$ cat config.mk
export PLATFORM = sky130hd
export DESIGN_NAME = mult_dispatch
export DESIGN_NICKNAME = d
export VERILOG_FILES = /design/src/rtl/mult_pkg.sv /design/src/rtl/mult_op_fifo.sv /design/src/rtl/mult_dispatch.sv
export SDC_FILE = /design/constraint.sdc
export NUM_CORES = 1
export LEC_CHECK = 0
export BUFFER_PORTS_ARGS = -buffer_cell sky130_fd_sc_hd__buf_2
export CORE_MARGIN = 2
export CORE_UTILIZATION = 52
export CTS_BUF_LIST = sky130_fd_sc_hd__clkbuf_8
export DETAILED_ROUTE_END_ITERATION = 16
export PLACE_DENSITY = 0.84
export REMOVE_ABC_BUFFERS = 1
export SYNTH_ARGS = -nofsm -noshare
export SYNTH_HDL_FRONTEND = slang
export SYNTH_HIERARCHICAL = 1
export SYNTH_SLANG_ARGS = --single-unit
$ cat constraint.sdc
create_clock -name clk -period 3.5 [get_ports clk]
set_input_delay 1.05 -clock clk [delete_from_list [all_inputs] [get_ports clk]]
set_output_delay 1.05 -clock clk [all_outputs]
set_load 0.02 [all_outputs]
$ cat src/rtl/mult_pkg.sv
// Shared types for the multiply dispatcher: FSM states, widths, operand pair.
// Optional accumulator is enabled with MULT_DISPATCH_ACCUM_EN.
package mult_pkg;

  localparam int OP_W   = 32;
  localparam int PROD_W = 64;

  typedef enum logic [1:0] {
    IDLE,
    ISSUE,
    WAIT_BUSY,
    WAIT_DONE
  } state_t;

  typedef struct packed {
    logic [OP_W-1:0] a;
    logic [OP_W-1:0] b;
  } op_pair_t;

endpackage

$ cat src/rtl/mult_op_fifo.sv
// Operand-pair FIFO; DEPTH must be a power of two so the pointers wrap freely.
// Push and pop may happen in the same cycle.
module mult_op_fifo
  import mult_pkg::*;
#(
  parameter  int DEPTH = 4,
  localparam int AW    = $clog2(DEPTH),
  localparam int CW    = $clog2(DEPTH + 1)
) (
  input  logic          clk,
  input  logic          reset,
  input  logic          push,
  input  op_pair_t      wdata,
  input  logic          pop,
  output op_pair_t      rdata,
  output logic          full,
  output logic          empty,
  output logic [CW-1:0] count
);

  op_pair_t        mem [DEPTH];
  logic [AW-1:0]   wptr;
  logic [AW-1:0]   rptr;
  logic            do_push;
  logic            do_pop;

  assign full    = (count == CW'(DEPTH));
  assign empty   = (count == '0);
  assign do_push = push && !full;
  assign do_pop  = pop && !empty;
  assign rdata   = mem[rptr];

  always_ff @(posedge clk) begin
    if (do_push) begin
      mem[wptr] <= wdata;
    end
  end

  always_ff @(posedge clk) begin
    if (reset) begin
      wptr  <= '0;
      rptr  <= '0;
      count <= '0;
    end else begin
      if (do_push) begin
        wptr <= wptr + 1'b1;
      end
      if (do_pop) begin
        rptr <= rptr + 1'b1;
      end
      count <= count + CW'(do_push) - CW'(do_pop);
    end
  end

endmodule

$ cat src/rtl/mult_dispatch.sv
// Queues operand pairs and feeds an external 32x32 multiplier one at a time.
// Define MULT_DISPATCH_ACCUM_EN to add acc_clr and a 64-bit running sum.
module mult_dispatch
  import mult_pkg::*;
#(
  parameter  int DEPTH = 4,
  localparam int CW    = $clog2(DEPTH + 1)
) (
  input  logic              clk,
  input  logic              reset,
  input  logic              in_valid,
  output logic              in_ready,
  input  logic [OP_W-1:0]   in_a,
  input  logic [OP_W-1:0]   in_b,
  output logic              out_valid,
  input  logic              out_ready,
  output logic [PROD_W-1:0] out_product,
  output logic              mul_start,
  output logic [OP_W-1:0]   mul_a,
  output logic [OP_W-1:0]   mul_b,
  input  logic              mul_busy,
  input  logic [PROD_W-1:0] mul_product,
`ifdef MULT_DISPATCH_ACCUM_EN
  input  logic              acc_clr,
`endif
  output logic [CW-1:0]     pending
);

  state_t            state;
  state_t            state_nxt;
  logic              pop;
  logic              capture;
  logic              slot_free;
  logic              full;
  logic              empty;
  op_pair_t          head;
  op_pair_t          wdata;
  logic [PROD_W-1:0] result;

  assign in_ready  = !full;
  assign wdata     = '{a: in_a, b: in_b};
  assign slot_free = !out_valid || out_ready;
  assign mul_start = (state == ISSUE);

  mult_op_fifo #(
    .DEPTH (DEPTH)
  ) u_fifo (
    .clk   (clk),
    .reset (reset),
    .push  (in_valid && in_ready),
    .wdata (wdata),
    .pop   (pop),
    .rdata (head),
    .full  (full),
    .empty (empty),
    .count (pending)
  );

`ifdef MULT_DISPATCH_ACCUM_EN
  logic [PROD_W-1:0] acc;
  logic [PROD_W-1:0] acc_base;

  // A clear landing on a capture cycle starts the new sum from zero.
  assign acc_base = acc_clr ? '0 : acc;
  assign result   = acc_base + mul_product;

  always_ff @(posedge clk) begin
    if (reset) begin
      acc <= '0;
    end else if (capture) begin
      acc <= result;
    end else if (acc_clr) begin
      acc <= '0;
    end
  end
`else
  assign result = mul_product;
`endif

  always_comb begin
    state_nxt = state;
    pop       = 1'b0;
    capture   = 1'b0;
    unique case (state)
      IDLE: begin
        if (!empty && slot_free) begin
          pop       = 1'b1;
          state_nxt = ISSUE;
        end
      end
      ISSUE: begin
        state_nxt = WAIT_BUSY;
      end
      WAIT_BUSY: begin
        if (mul_busy) begin
          state_nxt = WAIT_DONE;
        end
      end
      WAIT_DONE: begin
        if (!mul_busy) begin
          capture   = 1'b1;
          state_nxt = IDLE;
        end
      end
      default: begin
        state_nxt = IDLE;
      end
    endcase
  end

  always_ff @(posedge clk) begin
    if (reset) begin
      state       <= IDLE;
      mul_a       <= '0;
      mul_b       <= '0;
      out_valid   <= 1'b0;
      out_product <= '0;
    end else begin
      state <= state_nxt;
      if (pop) begin
        mul_a <= head.a;
        mul_b <= head.b;
      end
      if (capture) begin
        out_valid   <= 1'b1;
        out_product <= result;
      end else if (out_ready) begin
        out_valid <= 1'b0;
      end
    end
  end

endmodule

# Word-level counts from Yosys, hierarchy flattened
# Memory sizes are Yosys's and may differ from the RTL's. A register that Yosys moved wholly into a read port is not among the register bits.
# Index checks and enable logic that the tools add are counted.
[totals]
input_bits = 133
rom_bits = 0
output_inout_bits = 134
reg_bits = 74
ram_bits = 256
memories = 1
latch_bits = 0
word_cells = 42
[classes]
div = 0
eq_ne = 7
mux = 12
n_addsub = 4
reduce_logical = 12
n_shift = 0
n_bitwise = 0
multipliers = 0
magnitude_cmp = 0
[mem_list]
columns = ["name", "words", "word_bits", "rd", "rd_clocked_by_memory_dff", "wr", "line", "source"]
rows = [
  ["u_fifo.mem", 4, 64, 1, 1, 1, "mult_op_fifo.sv:21", "op_pair_t mem [DEPTH];"],
]
[op_table]
columns = ["op", "count"]
rows = [
  ["$mux W1", 8],
  ["$pmux W2 S4", 1],
  ["$mux W2", 3],
  ["$ne A2 B2 Y1 const B", 3],
  ["$add A2 B1 Y2 const B", 2],
  ["$eq A2 B2 Y1 const B", 2],
  ["$logic_and A1 B1 Y1", 4],
  ["$add A3 B1 Y3", 1],
  ["$eq A3 B3 Y1 const B", 1],
  ["$logic_not A1 Y1", 3],
  ["$logic_not A3 Y1", 1],
  ["$reduce_and A3 Y1", 1],
  ["$sub A3 B1 Y3", 1],
  ["$eq A2 B1 Y1 const B", 1],
  ["$logic_not A2 Y1", 1],
  ["$reduce_bool A2 Y1", 1],
  ["$logic_or A1 B1 Y1", 1],
]

# Longest topological paths before layout
# Gate-level depths: netlist of the first run.
[logic_depth]
ltp_word = 7
mapped_depth = 14
depth_no_buf = 13

# Modules after synthesis
# The synthesis of the first run kept the hierarchy.
[by_module_without_submodules]
columns = ["mod", "instances", "area_each_um2", "seq_area_each_um2", "cells_per_inst"]
rows = [
  ["mult_op_fifo", 1, 9781.9, 7867.5, 385],
  ["mult_dispatch", 1, 5049.8, 2622.5, 582],
]

# Worst setup path before layout of the first run
# Ideal clock, no wire load.
[synth_timing]
kind = "input -> register"
startpoint = "input port in_valid"
endpoint = "memory u_fifo/mem[1][0] (netlist bit) (enable)"
n_path_buf = 0
t_required_ns = 3.071
arrival_time_ns = 3.011
slack_ns = 0.061
stages = 4
setup_time_ns = 0.429
cell_sequence = "nor2b_1 > inv_1 > nor2_1 > and2_1"
[synth_via]
elab_chain_cells = 4
[synth_lines]
columns = ["element", "line", "source"]
rows = [
  ["start, declared", "mult_dispatch.sv:11", "input logic in_valid,"],
  ["$logic_and A1 B1 Y1", "mult_dispatch.sv:50", ".push (in_valid && in_ready),"],
  ["$logic_and A1 B1 Y1", "mult_op_fifo.sv:29", "assign do_push = push && !full;"],
  ["$mux W1", "mult_op_fifo.sv:34", "if (do_push) begin"],
  ["$mux W1 (not written as such)", "mult_op_fifo.sv:35", "mem[wptr] <= wdata;"],
  ["end, declared", "mult_op_fifo.sv:21", ""],
]
# Every way passes these cells.

# Worst setup path in the final report of the first run
[layout_timing]
startpoint = "register u_fifo.count[1]"
endpoint = "register u_fifo.count[2]"
[layout_via]
elab_chain_cells = 7
elab_cells_between_ends = 12
classes_between = "add/sub: 2; eq/ne: 1; mux: 2; reduce/logical: 7"
[layout_lines]
columns = ["element", "line", "source"]
rows = [
  ["start, declared", "mult_op_fifo.sv:18", "output logic [CW-1:0] count"],
  ["start signal, assigned", "mult_op_fifo.sv:51", "count <= count + CW'(do_push) - CW'(do_pop);"],
  ["$logic_not A3 Y1 (*)", "mult_op_fifo.sv:28", "assign empty = (count == '0);"],
  ["named net empty", "mult_dispatch.sv:35", "logic empty;"],
  ["$logic_not A1 Y1 (*)", "mult_op_fifo.sv:30, mult_dispatch.sv:86", ""],
  ["$logic_and A1 B1 Y1", "mult_dispatch.sv:86", "if (!empty && slot_free) begin"],
  ["$mux W1", "mult_dispatch.sv:86", ""],
  ["$mux W1", "mult_dispatch.sv:84", "unique case (state)"],
  ["$logic_and A1 B1 Y1 (*)", "mult_op_fifo.sv:30", "assign do_pop = pop && !empty;"],
  ["named net u_fifo.do_pop", "mult_op_fifo.sv:25", "logic do_pop;"],
  ["$sub A3 B1 Y3 (*)", "mult_op_fifo.sv:51", ""],
]
# Mark *: on every way through the listed nets, which the timed path passes. The rest lies on a longest branch.
# A chain may end at the register's enable or synchronous reset.

==> results.toml, run 1 <==
[run]
drv_cap = 0

[pwr]
ir_drop_mv = 0.6216
p_total_w = 0.01372
total_leakage_power_nw = 6.534
powerDensity_nw_per_um2 = 776.1

[floorplanning]
start_util = 0.5310
dieArea_um2 = 29890
die_x_um = 172.9
io_pins = 267
die_h_um = 172.9
row_count = 61
core_um2 = 27930

[placement]
gp_congestion = 0.8136
dp_slack_ns = 0.2588
io_buffers = 266
hpwl_mm = 20.08
place_area_um2 = 16430
place_inst = 1575

[critical_path]
cp_data_required_time_ns = 3.97
r2r_setup_slack_ns = 0.80
cp-start-kind = "flop"
setup.worst_path.start = "u_fifo/count[1]"
arrival_ns = 3.17
slowest_stage = "nor3_1"
r2r_end = "u_fifo/count[2]"
cpPeakStageDelay_ns = 0.46
critical-path-top-delay-family = "adder cells"
critPathKind = "flop to flop"
critPathBufInv = 3
crit_chain = "nor3_1, nand3b_4, inv_4, o31ai_1, inv_1, ha_1, inv_1, ha_1, fa_1, xnor2_1, xnor2_1, nor2_1"
r2r-start = "u_fifo/count[1]"
rr_worst_depth = 12
crit_path_max_fanout = 6
end_kind = "flop"

[clock_tree]
post-cts-setup-buffer-count = 0
cts_tree = "yes"
numCtsBuffers = 60
ctsResizeCount = 0
clock_sinks = 396
hold_buffers = 0
cts_max_level = 2
clk_latency_ns = 0.60
clk_path_buf_depth = 3
cts-root-buf = "clkbuf_8"
clkTransAtPathRegs_ns = 0.06

[synth]
synth.avg_cell_area_um2 = 15.34
syn_area_um2 = 14830
ys_seq_area_frac = 0.7073
ys_ff_latch = 396
synthFlopType = "edfxtp_1"
synth-edff-count = 256
synthArstFlopShare = 0
synth_area_leaders = "edfxtp_1 52%, dfxtp_1 19%, mux4_2 9.1%"
yosys.area.top_type_share = 0.5183
syn_inst = 967
synth_top_cell_by_area = "edfxtp_1"
synth_warnings = 6
yosysUniqueCellTypes = 39

[timing]
finalHoldViolCount = 0
fin_crit_sh = 0.7707
worst_slack_ns = 0.8027
whs_ns = 0.4512
drv_slew = 0
tightestPinTransition_ns = 0.9763
fmax_mhz = 370.7
fin_crit_ns = 2.697
finalSetupViolations = 0
fin_skew_ns = 0.01841
slew_headroom = 0.3491
rsz0062_at_grt = "false"

[grt]
grt_pass1_wl_mm = 49.00
grt_pass1_vias = 9105
track_usage = 0.2090
grt_overflow = 0
antenna_found_initial = 8
grt_max_degree = 65

[route]
vias = 8835
route.detailed.drc = 0
dr_wl_met2_mm = 16.00
highest_layer = "met5"
wl_per_cell_um = 18.49
wl_met1_mm = 11.96
wirelength_mm = 31.31
antenna_left = 0
viasPerCell = 5.219
wl_met3_mm = 2.757
first_iter_violations = 493
first_pass_iters = 6

[final_layout]
layout_commonest_cell = "buf_2"
drive_gt1_frac = 0.4168
layout.cells.non_filler = 1693
final_nets = 1403
n_fill_cell = 2076
design_area_um2 = 17670
regArea_um2 = 10500
mostFrequentLayoutCells = "265 x buf_2, 256 x edfxtp_1, 208 x nand2_1, 138 x dfxtp_1, 81 x a21oi_1"
syn_to_final_growth_pct = 19.15
multi_input_area_um2 = 3831

[worst_hold_path]
holdPathStages = 2
min_to = "out_product[58]"
worstHoldStart = "out_product[58]"
hold_class = "flop to flop"

[run_status]
status = "finished clean"
worst register-to-register path, cell delays in order, from the launching register on:
cell      delay [ns]
dfxtp_1         0.37
nor3_1          0.46
nand3b_4        0.25
inv_4           0.03
o31ai_1         0.09
inv_1           0.08
ha_1            0.28
inv_1           0.04
ha_1            0.19
fa_1            0.40
xnor2_1         0.19
xnor2_1         0.13
nor2_1          0.05
worst max-delay path by stage:
stage                           end  slack (ns)  cells after the start
floorplan           u_fifo/count[2]       -0.65                     12
global placement               flop        0.34                      9
detailed placement             flop        0.26                      9
CTS                 u_fifo/count[2]        0.76                     12
global route        u_fifo/count[2]        0.51                     12
finish              u_fifo/count[2]        0.80                     12
through the flow:
step / setup TNS [ns] / util
4_1_cts: 0 / 0.6322
3_3_place_gp: 0 / 0.5881
5_1_grt: 0 / 0.6323
6_report: 0 / 0.6326
3_5_place_dp: 0 / 0.5881
2_1_floorplan: -7.263 / -
Yosys cell counts, types with 5 or more instances:
library cell	n
ha_1	10
nor2_1	5
clkbuf_1	10
nand2_1	208
mux4_2	60
a21oi_2	50
buf_12	12
dfxtp_1	140
nand2_2	50
edfxtp_1	256
buf_2	27
buf_4	6
a21oi_1	81
inv_1	11
final cells by class:
type / instances / area share
Clock buffer: 70 / 0.05452
Tap cell: 378 / 0.02676
Sequential cell: 396 / 0.5940
Clock inverter: 43 / 0.01522
Inverter: 12 / 0.002690
Timing Repair Buffer: 288 / 0.08928
Multi-Input combinational cell: 501 / 0.2168
Antenna cell: 5 / 0.0007080
where the power goes:
part	leakage (nW)	internal, W	total, W	switching [W]
combinational	2.36	0.00150	0.00378	0.00228
sequential	3.48	0.00573	0.00616	0.000429
clock	0.699	0.00205	0.00378	0.00172
cells by family after synthesis:
logic type,share of synthesized area
DFF,0.7073
and+or+nand+nor,0.08579
AOI/OAI and AO/OA,0.06074
buffers and inverters,0.03577
muxes,0.09887
adders and majority gates,0.009786
xor gates and xnor gates,0.001772
registers in the layout, summed over array words and instances, names as in the netlist, named ones only:
name          flops
mul_a            32
mul_b            32
u_fifo/wptr       2
u_fifo/mem      256
out_valid         1
u_fifo/rptr       2
u_fifo/count      3
state             2
out_product      64
metal layers:
metal,global-route usage,vias to the layer above
met3,0.06354,52
met5,0,-
met4,0.05791,8
met2,0.3737,347
li1,-,4106
met1,0.2443,4322
No activity file was read; power rests on OpenSTA's default activity.
==> inputs of run 2 (changes only) <==
- clock period: 3.5 -> 2.3 ns (I/O delays scaled with it)
==> run 2 against run 1 <==
- the run now ends with negative setup slack left
- cell count rose by 1.8%
- clock power rose by 60%
- utilization grew 1.6 points
- sequential power increased by 50%
- count of clock-buffer cells in the layout is 7 higher
- final area is 2.5% higher
- critical path type unchanged
- critical endpoint unchanged
- highest routed layer unchanged
==> results.toml, run 2 (same netlist as run 1, synthesis figures left out) <==
[timing]
slew_headroom = 0.4393
whs_ns = 0.3204
finalHoldViolCount = 0
drv_slew = 0
worst_slack_ns = -0.06802
rsz0062_at_grt = "true"
fin_crit_ns = 2.368
tightestPinTransition_ns = 0.8411
fin_crit_sh = 1.030
finalSetupViolations = 1
fin_skew_ns = 0.03230
fmax_mhz = 422.3

[route]
antenna_left = 0
route.detailed.drc = 0
wirelength_mm = 32.23
wl_per_cell_um = 18.69
first_pass_iters = 5
first_iter_violations = 395
viasPerCell = 5.220
vias = 8999

[final_layout]
multi_input_area_um2 = 3871
largest_register_ffs = 256
final_nets = 1430
layout_commonest_cell = "buf_2"
reg.largest.list = "u_fifo/mem (256), out_product (64)"
largest_register = "u_fifo/mem"
regArea_um2 = 10500
syn_to_final_growth_pct = 22.13
mostFrequentLayoutCells = "265 x buf_2, 256 x edfxtp_1, 208 x nand2_1, 135 x dfxtp_1, 81 x a21oi_1"
layout.cells.non_filler = 1724
n_fill_cell = 1968
drive_gt1_frac = 0.4354

[grt]
grt_pass1_wl_mm = 49.80
grt_pass1_vias = 9327
grt_overflow = 0
antenna_found_initial = 8
track_usage = 0.2131
grt_max_degree = 65

[clock_tree]
clk_latency_ns = 0.57
cts_max_level = 3
clk_path_buf_depth = 3
hold_buffers = 0
clock_sinks = 396
cts-root-buf = "clkbuf_8"
clkTransAtPathRegs_ns = 0.06
numCtsBuffers = 66
cts_tree = "yes"

[run]
drv_cap = 0

[floorplanning]
start_util = 0.5310
die_h_um = 172.9
dieArea_um2 = 29890
row_count = 61
core_um2 = 27930
io_pins = 267
die_x_um = 172.9

[placement]
io_buffers = 266
place_inst = 1594
gp_congestion = 0.8115
hpwl_mm = 20.56

[critical_path]
end_kind = "flop"
crit_path_max_fanout = 3
arrival_ns = 2.80
cp_data_required_time_ns = 2.73
cp-start-kind = "flop"
critPathKind = "flop to flop"

[pwr]
total_leakage_power_nw = 6.741
powerDensity_nw_per_um2 = 1189
ir_drop_mv = 0.7833

[run_status]
violations = "negative setup slack"
status = "complete, but fails checks"

[worst_hold_path]
hold_class = "input port to flop"
## run 2: per-layer routing
metal	global-route usage	vias up	wire (um)
met3	0.06948	57	2688
met1	0.2530	4432	12690
met4	0.05791	4	571
met5	0	-	21
li1	-	4163	-
met2	0.3735	343	16250
## run 2: area by class of cell
| type | instances | area share |
|---|---|---|
| Clock inverter | 44 | 0.01457 |
| Timing Repair Buffer | 309 | 0.1036 |
| Multi-Input combinational cell | 501 | 0.2137 |
| Sequential cell | 396 | 0.5799 |
| Tap cell | 378 | 0.02611 |
| Clock buffer | 77 | 0.05851 |
| Inverter | 12 | 0.002625 |
| Antenna cell | 7 | 0.0009671 |
## run 2: critical path, cell delays in order, from the launching register on
cell and delay [ns]:
dfxtp_4 0.36, buf_6 0.12, nor3b_4 0.14, nor2b_1 0.10, inv_1 0.07, nor2_2 0.10
inv_1 0.06, ha_1 0.26, inv_1 0.05, ha_2 0.19, fa_2 0.38, xnor2_2 0.19
xnor2_1 0.14, nor2_1 0.07
## run 2: power by group
group / switching (W) / total (W) / internal, W
Combinational: 0.00373 / 0.00626 / 0.00252
Sequential: 0.000525 / 0.00925 / 0.00872
Clock: 0.00280 / 0.00603 / 0.00323
## run 2: worst paths after layout
path / start / end / slack (ns) / cells after the start
worst max-delay path: u_fifo/count[2] / u_fifo/count[2] / -0.07 / 13
worst min register to register: out_product[21] / out_product[21] / 0.45 / 2
worst max register to register: u_fifo/count[2] / u_fifo/count[2] / -0.07 / 13
worst min-delay path: in_a[12] / u_fifo/mem[2][44] / 0.32 / 1
## run 2: stage by stage
| stage | setup TNS [ns] | worst slack [ns] | area, um^2 | utilization | total power (W) |
|---|---|---|---|---|---|
| after detailed placement | -0.7470 | -0.3635 | 16710 | 0.5981 | 0.01562 |
| after CTS | 0 | 0.001793 | 18040 | 0.6460 | 0.02173 |
| after floorplan | -340.31 | -1.487 | 14350 | - | 0.01338 |
| after global placement | -0.5081 | -0.3184 | 16710 | 0.5981 | 0.01540 |
| final | -0.06802 | -0.06802 | 18110 | 0.6484 | 0.02153 |
| after global routing | -0.1790 | -0.1140 | 18100 | 0.6479 | 0.02263 |
## run 2: repair_timing
action                     in CTS  in global routing
gates resized for setup         4                 10
setup endpoints to repair       2                  5
pin swaps                       3                  6
buffers inserted                0                  2
